**src/rtl/cpu_sequencer_pkg.sv**
```systemverilog
// Shared definitions for the fetch/execute/writeback sequencer: opcodes, FSM
// state encoding and instruction-field helpers.
package cpu_sequencer_pkg;

  localparam logic [1:0] OP_ADD = 2'b00;
  localparam logic [1:0] OP_SUB = 2'b01;
  localparam logic [1:0] OP_XOR = 2'b10;
  localparam logic [1:0] OP_MOV = 2'b11;

  typedef enum logic [1:0] {
    ST_FETCH = 2'd0,
    ST_EXEC  = 2'd1,
    ST_WB    = 2'd2
  } seqState_t;

  function automatic logic [1:0] irOpcode(input logic [7:0] ir);
    return ir[7:6];
  endfunction

  function automatic logic [1:0] irRd(input logic [7:0] ir);
    return ir[5:4];
  endfunction

  function automatic logic [1:0] irRs(input logic [7:0] ir);
    return ir[3:2];
  endfunction

endpackage

```
**src/rtl/cpu_sequencer_if.sv**
```systemverilog
// Instruction handshake, ALU-side bus, program counter and toggle pin of the sequencer.
// Handshake: a byte on instr is consumed on a rising edge where instr_valid && instr_ready.
interface cpu_sequencer_if #(parameter int PC_W = 8);
  logic [7:0]      instr;
  logic            instr_valid;
  logic            instr_ready;
  logic [PC_W-1:0] pc;
  logic [1:0]      alu_opcode;
  logic [3:0]      alu_addrs;
  logic [7:0]      alu_din0;
  logic [7:0]      alu_din1;
  logic [7:0]      alu_dout;
  logic            alu_carry;
  logic            alu_borrow;
  logic            alu_bcf;
  logic            alu_bbf;
  logic            alu_buc;
  logic            alu_toggle;
  logic            toggle_out;

  modport master (
    input  instr, instr_valid, alu_dout, alu_carry, alu_borrow,
           alu_bcf, alu_bbf, alu_buc, alu_toggle,
    output instr_ready, pc, alu_opcode, alu_addrs, alu_din0, alu_din1, toggle_out
  );

  modport slave (
    output instr, instr_valid, alu_dout, alu_carry, alu_borrow,
           alu_bcf, alu_bbf, alu_buc, alu_toggle,
    input  instr_ready, pc, alu_opcode, alu_addrs, alu_din0, alu_din1, toggle_out
  );
endinterface

```
**src/rtl/cpu_sequencer_regfile_4x8.sv**
```systemverilog
// 4x8 register file: two combinational read ports, one synchronous write port,
// asynchronous active-low clear.
module regfile_4x8 (
  input  logic       clk,
  input  logic       rst_n,
  input  logic [1:0] rdAddr0,
  input  logic [1:0] rdAddr1,
  output logic [7:0] rdData0,
  output logic [7:0] rdData1,
  input  logic       wrEn,
  input  logic [1:0] wrAddr,
  input  logic [7:0] wrData
);
  logic [7:0] regs [4];

  always_ff @(posedge clk or negedge rst_n) begin
    if (!rst_n) begin
      for (int i = 0; i < 4; i++) regs[i] <= 8'h00;
    end else if (wrEn) begin
      regs[wrAddr] <= wrData;
    end
  end

  assign rdData0 = regs[rdAddr0];
  assign rdData1 = regs[rdAddr1];
endmodule

```
**src/rtl/cpu_sequencer.sv**
```systemverilog
// Fetch/execute/writeback controller around an external 8-bit ALU: owns the IR,
// register file, carry/borrow flags, program counter and toggle pin.
module cpu_sequencer
  import cpu_sequencer_pkg::*;
#(
  parameter int              PC_W     = 8,
  parameter logic [PC_W-1:0] RESET_PC = '0
) (
  input  logic           clk,
  input  logic           rst_n,
  cpu_sequencer_if.master bus,
  output seqState_t      dbgState
);
  localparam logic [PC_W-1:0] PC_ONE = {{(PC_W-1){1'b0}}, 1'b1};

  seqState_t       state, stateNext;
  logic            loadIr, execEn, wbEn;
  logic [7:0]      ir, res;
  logic            cflag, bflag, take, isbr, toggleOut;
  logic [PC_W-1:0] pc, resPc;
  logic [7:0]      rdData0, rdData1;

  always_ff @(posedge clk or negedge rst_n) begin
    if (!rst_n) state <= ST_FETCH;
    else        state <= stateNext;
  end

  always_comb begin
    stateNext = state;
    case (state)
      ST_FETCH: if (bus.instr_valid) stateNext = ST_EXEC;
      ST_EXEC:  stateNext = ST_WB;
      ST_WB:    stateNext = ST_FETCH;
      default:  stateNext = ST_FETCH;
    endcase
  end

  always_comb begin
    loadIr = 1'b0;
    execEn = 1'b0;
    wbEn   = 1'b0;
    case (state)
      ST_FETCH: loadIr = bus.instr_valid;
      ST_EXEC:  execEn = 1'b1;
      ST_WB:    wbEn   = 1'b1;
      default:  ;
    endcase
  end

  // Branch targets come from the ALU result, widened or narrowed to the PC width.
  generate
    if (PC_W > 8) begin : gResExt
      assign resPc = {{(PC_W-8){1'b0}}, res};
    end else begin : gResTrunc
      assign resPc = res[PC_W-1:0];
    end
  endgenerate

  // take is formed from the flags as they stood before this instruction updates them.
  always_ff @(posedge clk or negedge rst_n) begin
    if (!rst_n) begin
      ir        <= 8'h00;
      res       <= 8'h00;
      cflag     <= 1'b0;
      bflag     <= 1'b0;
      take      <= 1'b0;
      isbr      <= 1'b0;
      toggleOut <= 1'b0;
      pc        <= RESET_PC;
    end else begin
      if (loadIr) ir <= bus.instr;
      if (execEn) begin
        res  <= bus.alu_dout;
        take <= bus.alu_buc | (bus.alu_bcf & cflag) | (bus.alu_bbf & bflag);
        isbr <= bus.alu_buc | bus.alu_bcf | bus.alu_bbf;
        if (irOpcode(ir) == OP_ADD) cflag <= bus.alu_carry;
        if (irOpcode(ir) == OP_SUB) bflag <= bus.alu_borrow;
        if (bus.alu_toggle) toggleOut <= ~toggleOut;
      end
      if (wbEn) pc <= take ? resPc : pc + PC_ONE;
    end
  end

  regfile_4x8 uRegfile (
    .clk     (clk),
    .rst_n   (rst_n),
    .rdAddr0 (irRd(ir)),
    .rdAddr1 (irRs(ir)),
    .rdData0 (rdData0),
    .rdData1 (rdData1),
    .wrEn    (wbEn & ~isbr),
    .wrAddr  (irRd(ir)),
    .wrData  (res)
  );

  assign bus.instr_ready = (state == ST_FETCH);
  assign bus.pc          = pc;
  assign bus.alu_opcode  = irOpcode(ir);
  assign bus.alu_addrs   = ir[5:2];
  assign bus.alu_din0    = rdData0;
  assign bus.alu_din1    = rdData1;
  assign bus.toggle_out  = toggleOut;
  assign dbgState        = state;
endmodule

```
**src/flat_wrapper.sv**
```systemverilog
// flat-port wrapper written by rule: the top's interface ports become plain ports
module cpu_sequencer_flat import cpu_sequencer_pkg::*;
#(
  parameter int              PC_W     = 8,
  parameter logic [PC_W-1:0] RESET_PC = '0
)
  (clk, rst_n, dbgState, bus_instr, bus_instr_valid, bus_alu_dout, bus_alu_carry, bus_alu_borrow, bus_alu_bcf, bus_alu_bbf, bus_alu_buc, bus_alu_toggle, bus_instr_ready, bus_pc, bus_alu_opcode, bus_alu_addrs, bus_alu_din0, bus_alu_din1, bus_toggle_out);
  cpu_sequencer_if #(.PC_W(PC_W)) bus_i ();
  input  logic clk;
  input  logic rst_n;
  output seqState_t dbgState;
  input wire logic [$bits(bus_i.instr)-1:0] bus_instr;
  input wire logic [$bits(bus_i.instr_valid)-1:0] bus_instr_valid;
  input wire logic [$bits(bus_i.alu_dout)-1:0] bus_alu_dout;
  input wire logic [$bits(bus_i.alu_carry)-1:0] bus_alu_carry;
  input wire logic [$bits(bus_i.alu_borrow)-1:0] bus_alu_borrow;
  input wire logic [$bits(bus_i.alu_bcf)-1:0] bus_alu_bcf;
  input wire logic [$bits(bus_i.alu_bbf)-1:0] bus_alu_bbf;
  input wire logic [$bits(bus_i.alu_buc)-1:0] bus_alu_buc;
  input wire logic [$bits(bus_i.alu_toggle)-1:0] bus_alu_toggle;
  output wire logic [$bits(bus_i.instr_ready)-1:0] bus_instr_ready;
  output wire logic [$bits(bus_i.pc)-1:0] bus_pc;
  output wire logic [$bits(bus_i.alu_opcode)-1:0] bus_alu_opcode;
  output wire logic [$bits(bus_i.alu_addrs)-1:0] bus_alu_addrs;
  output wire logic [$bits(bus_i.alu_din0)-1:0] bus_alu_din0;
  output wire logic [$bits(bus_i.alu_din1)-1:0] bus_alu_din1;
  output wire logic [$bits(bus_i.toggle_out)-1:0] bus_toggle_out;
  assign bus_i.instr = bus_instr;
  assign bus_i.instr_valid = bus_instr_valid;
  assign bus_i.alu_dout = bus_alu_dout;
  assign bus_i.alu_carry = bus_alu_carry;
  assign bus_i.alu_borrow = bus_alu_borrow;
  assign bus_i.alu_bcf = bus_alu_bcf;
  assign bus_i.alu_bbf = bus_alu_bbf;
  assign bus_i.alu_buc = bus_alu_buc;
  assign bus_i.alu_toggle = bus_alu_toggle;
  assign bus_instr_ready = bus_i.instr_ready;
  assign bus_pc = bus_i.pc;
  assign bus_alu_opcode = bus_i.alu_opcode;
  assign bus_alu_addrs = bus_i.alu_addrs;
  assign bus_alu_din0 = bus_i.alu_din0;
  assign bus_alu_din1 = bus_i.alu_din1;
  assign bus_toggle_out = bus_i.toggle_out;
  cpu_sequencer #(.PC_W(PC_W), .RESET_PC(RESET_PC)) u_core (.clk(clk), .rst_n(rst_n), .bus(bus_i), .dbgState(dbgState));
endmodule
```
**config.mk**
```make
export PLATFORM = sky130hd
export DESIGN_NAME = cpu_sequencer_flat
export DESIGN_NICKNAME = d
export VERILOG_FILES = /design/src/rtl/cpu_sequencer_pkg.sv /design/src/rtl/cpu_sequencer_if.sv /design/src/rtl/cpu_sequencer_regfile_4x8.sv /design/src/rtl/cpu_sequencer.sv /design/src/flat_wrapper.sv
export SDC_FILE = /design/constraint.sdc
export NUM_CORES = 1
export LEC_CHECK = 0
export ABC_CLOCK_PERIOD_IN_PS = 4880
export BUFFER_PORTS_ARGS = -buffer_cell sky130_fd_sc_hd__buf_2
export CAP_MARGIN = 20
export CORE_MARGIN = 10
export CORE_UTILIZATION = 61
export CTS_BUF_LIST = sky130_fd_sc_hd__clkbuf_8
export CTS_CLUSTER_DIAMETER = 80
export CTS_CLUSTER_SIZE = 10
export DETAILED_ROUTE_END_ITERATION = 10
export PLACE_DENSITY = 0.87
export SLEW_MARGIN = 5
export SYNTH_ARGS = -nofsm -noshare
export SYNTH_HDL_FRONTEND = slang
export SYNTH_HIERARCHICAL = 1
export SYNTH_SLANG_ARGS = --single-unit
```
**constraint.sdc**
```tcl
create_clock -name clk -period 4.88 [get_ports clk]
set_input_delay 0.244 -clock clk [delete_from_list [all_inputs] [get_ports clk]]
set_output_delay 0.244 -clock clk [all_outputs]
set_load 0.03 [all_outputs]
```
==> impl_metrics.py <==
metrics = {
    "power_and_ir_drop": {
        "comb_power_share_pct": 36.1,
        "p_seq_share_pct": 45.0,
        "p_int_mw": 1.226,
        "powerDensity_nw_per_um2": 581.8,
        "peakVddDrop_v": 0.0003258,
        "p_leak_nw": 1.683,
        "pwr-share-clk_pct": 18.9,
        "p_sw_share_pct": 39.11,
        "power.switching_mw": 0.7877,
    },
    "detailed_routing": {
        "detail-route-antenna-nets": 0,
        "viasPerCell": 5.802,
        "dr_total_vias": 1932,
        "dr.pass1.iters": 4,
        "post_drt_wl_per_cell_um": 18.64,
        "drc": 0,
        "drtIter0Drc": 179,
        "routed_wl_um": 6207,
    },
    "final_layout": {
        "nets": 287,
        "final_util_pct": 73.30,
        "drive_above_1_share_pct": 52.63,
        "multi_input_comb_area_um2": 1385,
        "fillerInstances": 316,
        "syn_to_final_growth_pct": 15.97,
        "n_antenna_cell": 0,
        "seq_area_um2": 1526,
    },
    "logic_synthesis": {
        "yosysSeqAreaShare_pct": 51.13,
        "yosys-top-cells-area": "dfrtp_1 51%, mux2_2 14%, mux4_2 12%",
        "synth_area_per_cell_um2": 14.71,
        "synth_top_area_share_pct": 51.13,
        "postSynthCellCount": 203,
        "ys_ff_latch": 61,
        "synthesis.area_um2": 2985,
        "ys_warn_count": 6,
        "synthesis.nets": 229,
        "synth_enable_flop_cells": 0,
        "synthArstFlopShare_pct": 100.0,
        "yosysTopAreaCell": "dfrtp_1",
        "synth_most_common_cell": "dfrtp_1",
        "synth_flop_cell": "dfrtp_1",
        "yosysUniqueCellTypes": 39,
        "ys_top_cells_by_count": "61 x dfrtp_1, 36 x mux2_2, 16 x mux4_2, 11 x mux2_4",
    },
    "sta": {
        "fmax_mhz": 451.9,
        "slew_viol_final": 0,
        "max_slew.worst_pin.slew_ns": 0.7810,
        "fin_skew_ns": 0.004184,
        "timing.slew.headroom_pct": 47.94,
        "period_minus_slack_ns": 2.213,
        "fin_crit_sh_pct": 45.34,
        "setup_viol": 0,
        "fin_tns_setup_ns": 0,
        "hold_violations": 0,
        "rsz0062_at_grt": "false",
    },
    "die": {
        "die-area_um2": 8092,
        "die_x_um": 89.96,
        "io_pins": 59,
        "core.rowCount": 25,
        "design.core.area_um2": 4723,
        "initial_core_util_pct": 63.21,
        "fp.dieH_um": 89.96,
    },
    "clocking": {
        "cts_tree": "yes",
        "ctsResizeCount": 0,
        "cts_max_level": 3,
        "clockRootBuffer": "clkbuf_8",
        "cts_buffers": 9,
        "cts_hold_buf": 0,
        "cts_buffer_depth": 2,
        "clock_latency_ns": 0.33,
        "post_cts_buffers": 0,
        "clk_pin_slew_worst_paths_ns": 0.06,
        "clkSinkCount": 61,
    },
    "global_route": {
        "grt_pass1_vias": 2058,
        "grt_pass1_wl_um": 10210,
        "antenna_found_initial": 0,
        "grt_usage_pct": 15.59,
        "grt_overflow": 0,
        "grt_max_degree": 62,
    },
    "setup_path": {
        "arrival_ns": 1.97,
        "path_max_fanout": 14,
        "path_class": "reg -> out",
        "worstSetupEndpointType": "output port",
        "start_kind": "register",
        "cp.required_ns": 4.64,
    },
    "flow_run": {
        "drv_cap": 0,
    },
    "placement": {
        "dp_hpwl_um": 4365,
        "gp_congestion": 0.8168,
        "port_buffers": 56,
    },
    "hold_path": {
        "hold_class": "in -> async",
    },
    "outcome": {
        "status": "complete, no violations",
    },
}
==> layout make-up <==
cell class,instances,area share (%)
flip-flops and latches,61,44.09
repair buffers,57,8.312
multi-input cells,130,40.01
clock inverters,5,0.5782
inverters,2,0.2168
clock buffers,11,4.373
well taps,67,2.421
==> cells by family after synthesis <==
logic type / after synthesis / share of synthesized area, %
compound gates: 20 / 4.024
xor+xnor: 1 / 0.2934
fa+ha+maj: 1 / 0.4190
buf+inv: 12 / 2.473
flops: 61 / 51.13
mux: 67 / 32.61
simple gates: 41 / 9.053
==> metrics by stage <==
stage          cells  cell area, um2  hold WS, ns  worst slack, ns  power (mW)
2_1_floorplan    203            2985     -0.05159            2.868       1.425
3_3_place_gp     317            3291       0.4372            2.772       1.616
3_5_place_dp     317            3291       0.4449            2.718       1.648
4_1_cts          333            3462      0.09242            2.620       2.032
5_1_grt          333            3462       0.1269            2.531       2.134
6_report         333            3462      0.06934            2.667       2.014
==> cells in the final DEF (no fill, tap or decap), types with 2 or more instances in the layout <==
cell type  instances
inv_1              6
o22ai_1            3
clkbuf_8          11
nand3b_2           2
nand3b_1           3
mux2_4            11
nand2_1            6
nand2b_1           2
nor2_1             7
mux2i_1            2
buf_2             56
a21oi_1            5
mux2_2            36
dfrtp_1           61
nand4_1            2
nor3b_1            3
nand3_1            4
and2_1             2
mux4_2            16
mux2_1             2
o21ai_0            7
==> path summary, 6_finish.rpt <==
kind	start	end	slack [ns]	cells past startpoint
hold / removal	rst_n	u_core/bflag	0.07	2
min in group clk	bus_alu_borrow	u_core/bflag	0.14	2
hold reg to reg	u_core/bus.toggle_out	u_core/bus.toggle_out	0.47	1
setup reg to reg	u_core/dbgState[0]	u_core/uRegfile/regs[26]	2.70	4
max in group asynchronous	rst_n	u_core/uRegfile/regs[5]	4.32	2
setup / recovery	u_core/ir[4]	bus_alu_din0[0]	2.67	2
==> flip-flops by register name (all words and copies together), names as in the netlist <==
signal,flops
u_core/res,8
u_core/bus.pc,8
u_core/take,1
u_core/cflag,1
u_core/ir,6
u_core/dbgState,2
u_core/bflag,1
u_core/bus.toggle_out,1
u_core/uRegfile/regs,32
u_core/isbr,1
==> worst max-delay path: stages, from the launching register on <==
cell,delay (ns)
dfrtp_1,0.85
mux4_2,0.59
buf_2,0.20
==> power groups by stage <==
stage               registers (mW)  logic [mW]  clock network, mW
finish                       0.906       0.728              0.381
global route                 0.939       0.779              0.416
CTS                          0.905       0.737              0.390
detailed placement           0.913       0.735                  0
global placement             0.900       0.716                  0
floorplan                    0.905       0.520                  0
==> metal layers <==
layer / vias to the layer above / wire [um] / global-route usage, %
met4: 0 / 79 / 7.029
met1: 976 / 2624 / 18.33
met2: 58 / 3215 / 25.91
met5: - / 0 / 0
li1: 891 / - / -
met3: 7 / 287 / 4.406
No activity file was read; power rests on OpenSTA's default activity.
